$ cat config.mk
export PLATFORM = sky130hd
export DESIGN_NAME = spi_register_controller
export DESIGN_NICKNAME = d
export VERILOG_FILES = /design/src/rtl/spi_register_controller_pkg.sv /design/src/rtl/spi_register_controller_frame_timeout.sv /design/src/rtl/spi_register_controller.sv
export SDC_FILE = /design/constraint.sdc
export NUM_CORES = 1
export LEC_CHECK = 0
export BUFFER_PORTS_ARGS = -buffer_cell sky130_fd_sc_hd__buf_2
export CELL_PAD_IN_SITES_DETAIL_PLACEMENT = 1
export CELL_PAD_IN_SITES_GLOBAL_PLACEMENT = 1
export CORE_MARGIN = 4
export CORE_UTILIZATION = 41
export DETAILED_ROUTE_END_ITERATION = 6
export PLACE_DENSITY = 0.76
export SLEW_MARGIN = 20
export SYNTH_ARGS = -nofsm -noshare
export SYNTH_HDL_FRONTEND = slang
export SYNTH_SLANG_ARGS = --single-unit
$ cat constraint.sdc
create_clock -name clk -period 2.15 [get_ports clk]
set_input_delay 0.1075 -clock clk [delete_from_list [all_inputs] [get_ports clk]]
set_output_delay 0.1075 -clock clk [all_outputs]
set_load 0.01 [all_outputs]
$ cat src/rtl/spi_register_controller_pkg.sv
// Shared types and constants for the SPI register-access command controller.
package spi_register_controller_pkg;

  typedef enum logic [2:0] {
    IDLE,
    ADDR,
    WRITE_DATA,
    READ_DATA,
    DISCARD
  } state_e;

  localparam int unsigned CMD_WRITE_BIT   = 7;
  localparam int unsigned CMD_AUTOINC_BIT = 6;
  localparam int unsigned CMD_RSVD_MSB    = 5;

  localparam logic [7:0] SYNC_BYTE_DEFAULT = 8'hA5;

  // Reserved command bits must be zero for a frame to be accepted.
  function automatic logic cmd_is_legal(input logic [7:0] cmd);
    return cmd[CMD_RSVD_MSB:0] == '0;
  endfunction

endpackage

$ cat src/rtl/spi_register_controller_frame_timeout.sv
// Inactivity counter: counts while enabled, clears on activity, flags the final count.
module frame_timeout #(
  parameter int unsigned LIMIT = 1024
) (
  input  logic clk,
  input  logic rst_n,
  input  logic enable,
  input  logic clear,
  output logic expired
);

  localparam int unsigned CW = $clog2(LIMIT);
  localparam logic [CW-1:0] LAST = CW'(LIMIT - 1);

  logic [CW-1:0] count;
  logic [CW-1:0] count_next;

  // Saturate at the last count so a stalled frame cannot wrap back to zero.
  always_comb begin
    count_next = count;
    if (clear || !enable) begin
      count_next = '0;
    end else if (count != LAST) begin
      count_next = count + CW'(1);
    end
  end

  always_ff @(posedge clk or negedge rst_n) begin
    if (!rst_n) begin
      count   <= '0;
      expired <= 1'b0;
    end else begin
      count   <= count_next;
      expired <= (count_next == LAST);
    end
  end

endmodule

$ cat src/rtl/spi_register_controller.sv
// Decodes framed register-access commands from the SPI byte stream and
// drives the register-file port plus the next MISO byte.
module spi_register_controller
  import spi_register_controller_pkg::*;
#(
  parameter int unsigned ADDR_WIDTH   = 7,
  parameter int unsigned IDLE_TIMEOUT = 1024,
  parameter logic [7:0]  SYNC_BYTE    = SYNC_BYTE_DEFAULT
) (
  input  logic                  clk,
  input  logic                  rst,
  input  logic [7:0]            rx_data,
  input  logic                  rx_valid,
  output logic [7:0]            tx_data,
  output logic [ADDR_WIDTH-1:0] reg_addr,
  output logic [7:0]            reg_wdata,
  output logic                  reg_we,
  output logic                  reg_re,
  input  logic [7:0]            reg_rdata,
  output logic                  busy,
  output logic                  frame_error
);

  state_e state;
  state_e state_next;

  logic                  cmd_wr;
  logic                  cmd_ai;
  logic                  cmd_wr_next;
  logic                  cmd_ai_next;
  logic [7:0]            tx_next;
  logic [ADDR_WIDTH-1:0] addr_next;
  logic [7:0]            wdata_next;
  logic                  we_next;
  logic                  re_next;
  logic                  busy_next;
  logic                  ferr_next;
  logic                  expired;

  frame_timeout #(
    .LIMIT (IDLE_TIMEOUT)
  ) u_frame_timeout (
    .clk     (clk),
    .rst_n   (rst),
    .enable  (state != IDLE),
    .clear   (rx_valid),
    .expired (expired)
  );

  always_comb begin
    state_next  = state;
    cmd_wr_next = cmd_wr;
    cmd_ai_next = cmd_ai;
    tx_next     = tx_data;
    addr_next   = reg_addr;
    wdata_next  = reg_wdata;
    we_next     = 1'b0;
    re_next     = 1'b0;
    ferr_next   = 1'b0;

    // Write auto-increment takes effect once the strobe has been issued.
    if (reg_we && cmd_ai) begin
      addr_next = reg_addr + ADDR_WIDTH'(1);
    end

    case (state)
      IDLE: begin
        tx_next = SYNC_BYTE;
        if (rx_valid) begin
          tx_next = 8'h00;
          if (cmd_is_legal(rx_data)) begin
            state_next  = ADDR;
            cmd_wr_next = rx_data[CMD_WRITE_BIT];
            cmd_ai_next = rx_data[CMD_AUTOINC_BIT];
          end else begin
            state_next = DISCARD;
            ferr_next  = 1'b1;
          end
        end
      end

      ADDR: begin
        if (rx_valid) begin
          addr_next = ADDR_WIDTH'(rx_data);
          if (cmd_wr) begin
            state_next = WRITE_DATA;
          end else begin
            state_next = READ_DATA;
            re_next    = 1'b1;
          end
        end
      end

      WRITE_DATA: begin
        if (rx_valid) begin
          wdata_next = rx_data;
          we_next    = 1'b1;
        end
      end

      READ_DATA: begin
        if (reg_re) begin
          tx_next = reg_rdata;
        end
        // Each clocked-out byte triggers the prefetch for the following one.
        if (rx_valid) begin
          if (cmd_ai) begin
            addr_next = reg_addr + ADDR_WIDTH'(1);
          end
          re_next = 1'b1;
        end
      end

      DISCARD: begin
        tx_next = 8'h00;
      end

      default: begin
        state_next = IDLE;
        tx_next    = SYNC_BYTE;
      end
    endcase

    // A byte arriving on the expiry cycle keeps the frame alive.
    if ((state != IDLE) && expired && !rx_valid) begin
      state_next = IDLE;
      tx_next    = SYNC_BYTE;
      we_next    = 1'b0;
      re_next    = 1'b0;
    end

    busy_next = (state_next != IDLE);
  end

  always_ff @(posedge clk or negedge rst) begin
    if (!rst) begin
      state       <= IDLE;
      cmd_wr      <= 1'b0;
      cmd_ai      <= 1'b0;
      tx_data     <= SYNC_BYTE;
      reg_addr    <= '0;
      reg_wdata   <= '0;
      reg_we      <= 1'b0;
      reg_re      <= 1'b0;
      busy        <= 1'b0;
      frame_error <= 1'b0;
    end else begin
      state       <= state_next;
      cmd_wr      <= cmd_wr_next;
      cmd_ai      <= cmd_ai_next;
      tx_data     <= tx_next;
      reg_addr    <= addr_next;
      reg_wdata   <= wdata_next;
      reg_we      <= we_next;
      reg_re      <= re_next;
      busy        <= busy_next;
      frame_error <= ferr_next;
    end
  end

endmodule

==> impl_results.md <==
* Bufs on Longest Clock Path at 2
* Worst setup slack after layout at 238.8 ps
* Outcome: finished clean
* Clk sinks at 43
* Gpl congestion at 0.8160
* Cell row count at 26
* Final worst path period share at 88.89%
* Critical path arrival at 2100 ps
* Async SR Flop Fraction at 100.0%
* CORE AREA at 0.005140 mm²
* Combinational Power Share at 7.7%
* Sequential fraction of the synthesis area at 49.29%
* Antenna diodes at 0
* DP HPWL at 4449 µm
* Setup crit end kind: flip-flop
* Tot Pwr at 1.523 mW
* Placed Area at 0.002549 mm²
* Internal power at 1.171 mW
* Final Max Slew Viols at 0
* Clock power frac at 36.9%
* Via-to-Cell Ratio at 5.785
* Final core occ at 51.73%
* Yosys reg bits at 43
* Max cap viols at 0
* Met1 Resource Use GR at 27.57%
* H-tree levels at 2
* CP max FO at 7
* Die Y at 81.14 µm
* Final instance area at 0.002659 mm²
* Sw Share at 23.11%
* Starting Density at 42.67%
* Skew final at 3.876 ps
* Fin nets at 294
* Post-route ant nets at 0
* Iteration-0 DRC Markers at 64
* Worst VDD drop at 0.3374 mV
* Final Non-Filler Cells at 344
* Remaining global-route overflow at 0
* Worst slew margin at 58.45%
* Vias in the first global route at 2019
* Cells after Synth at 216
* First-pass GRT wire length at 10090 µm
* Post-synth cell types at 53
* Grt met2 use at 30.87%
* Placed cells at 335
* Top_reg_cell synth: dfrtp_1
* Startpoint class of the critical path: flip-flop
* Synth Warn # at 0
* FILL cells at 616
* Share of cells above drive strength 1 at 32.12%
* Met3 Usage GRT at 3.991%
* Mapped Area at 0.002193 mm²
* Sequential power share at 55.4%
* Largest net degree at the start of global routing at 27
* Pre-antenna DRT Iters at 4
* Final setup viols at 0
* Die ar. at 0.006584 mm²
* CTS tree: built
* Initial antenna violation count at 0
* Psw at 352.0 µW
* HP Class: in -> reg
* Hold Violations, Final at 0
* Leakage at 1.242 nW
* WP data required at 2340 ps
* WS Path Type: reg -> reg
* CTS buffer count at 5
* Final min period at 1911 ps
* Synthesized Nets at 237
* EDFF count, synth at 0
* WL/cell at 17.40 µm
* Area grow syn2layout at 21.22%
* Root Driver: clkbuf_8
* Clock Pin Slew Worst Setup and Hold Paths at 80 ps
* Io pins at 46
* Global-route usage over all layers at 20.00%
* Total number of vias at 1990
* Routed WL at 5986 µm
* Die Wd at 81.14 µm
* Avg Inst Size Synth at 10.15 µm²
* Tightest Pin Transition at 623.3 ps
* WHS at 10.11 ps
* Setup Buffers After CTS at 0
* DRC Markers at 0
* Gr busiest metal: met2
* Input/output buffers at 45
* Total negative setup slack at 0 ps
* Fmax at 523.2 MHz
* Pwr dens at 572.8 mW/mm²
* Clock latency on the worst-skew pair at 290 ps
* RSZ-0062 raised after global routing: no
* Pre-CTS setup slack at 281.9 ps
[synthesized netlist by cell type (5+ instances only)]
library cell / instances / area [µm²]
dfrtp_1: 39 / 975.9
nand2_1: 19 / 71.32
a21oi_1: 17 / 85.08
nor2_1: 16 / 60.06
o21ai_0: 13 / 65.06
mux2_2: 10 / 112.6
nor3_1: 7 / 35.03
a211oi_1: 6 / 45.04
a22oi_1: 6 / 45.04
inv_1: 6 / 22.52
buf_2: 5 / 25.02
nand3_1: 5 / 25.02
nand4_1: 5 / 31.28
xnor2_1: 5 / 43.79
[layout make-up]
cell class                 count  area, µm²  area share (%)
clock buffer                   8      100.1           3.765
inverter                       7      26.28          0.9882
multi-input combinational    157       1031           38.78
sequential                    43       1081           40.66
tap                           70      87.58           3.294
timing repair buffer          59      332.8           12.52
[registers in the layout, indices dropped and copies added, names as in the netlist]
name / count
u_frame_timeout.count: 10
reg_wdata: 8
tx_data: 8
reg_addr: 7
state: 3
busy: 1
cmd_ai: 1
cmd_wr: 1
frame_error: 1
reg_re: 1
reg_we: 1
u_frame_timeout.expired: 1
[worst paths after layout]
path | cells after the start | slack, ps | from | to
worst min-delay path | 3 | 10 | reg_rdata[7] | tx_data[7]$_DFFE_PN1P_
worst max-delay path | 6 | 240 | u_frame_timeout.count[1]$_DFF_PN0_ | u_frame_timeout.expired$_DFF_PN0_
worst max register to register | 6 | 240 | u_frame_timeout.count[1]$_DFF_PN0_ | u_frame_timeout.expired$_DFF_PN0_
max in group asynchronous | 3 | 1200 | rst | u_frame_timeout.count[0]$_DFF_PN0_
worst min register to register | 1 | 500 | cmd_wr$_DFFE_PN0P_ | cmd_wr$_DFFE_PN0P_
min in group asynchronous | 2 | 360 | rst | reg_addr[4]$_DFF_PN0_
[what timing repair did]
item                                   in CTS  in global routing
endpoints found under the hold margin      20                  0
gates resized for setup                     0                  0
hold buffers                                1                  0
[worst max-delay path: stages (launching register included)]
cell	delay, ps
dfrtp_1	430
ha_1	260
nand3_2	190
nor3b_4	350
and3_1	210
o2111ai_1	120
nor4_1	260
[kinds of logic (layout without fill, tap and decap cells)]
logic type,Yosys count,after routing,share of synthesized area (%)
xor gates and xnor gates,6,6,2.396
DFF,43,43,49.29
adders and majority gates,2,2,1.141
and+or+nand+nor,75,75,19.00
AOI/OAI and AO/OA,63,63,18.88
buffers and inverters,16,74,3.707
muxes,11,11,5.591
[layer usage]
metal  routed length, µm  part of all wire (%)  up-vias
met5                   0                     0        -
met4                 129                   2.2        0
met3                 359                   6.0       13
met2                2884                    48       66
met1                2612                    44      991
li1                    -                     -      920
[layout by cell type (no fill, tap or decap), types with 2 or more instances in the layout]
master / synthesis / final
nor2_1: 16 / 16
nand3b_1: 2 / 2
clkbuf_8: 0 / 7
a211oi_1: 6 / 6
nand4_1: 5 / 5
buf_4: 2 / 13
o21bai_1: 2 / 2
dfrtp_1: 39 / 39
a32o_1: 2 / 2
a21oi_1: 17 / 17
mux2_2: 10 / 10
nor4_1: 3 / 3
nor3_1: 7 / 7
o221ai_1: 2 / 2
inv_1: 6 / 6
and4_1: 2 / 2
nand3_1: 5 / 5
o22ai_1: 2 / 2
a31oi_1: 3 / 3
ha_1: 2 / 2
o21ai_0: 13 / 13
and3_1: 4 / 4
dfstp_2: 4 / 4
nand2_1: 19 / 19
buf_2: 5 / 45
a22oi_1: 6 / 6
xnor2_1: 5 / 5
[power groups by stage]
stage	clock network, mW	registers (mW)	logic, mW
2_1_floorplan	0	0.863	0.0431
6_report	0.562	0.843	0.118
4_1_cts	0.581	0.843	0.120
3_3_place_gp	0	0.858	0.114
5_1_grt	0.621	0.847	0.132
3_5_place_dp	0	0.858	0.118
Note: power is estimated with default switching activity, not from simulation.
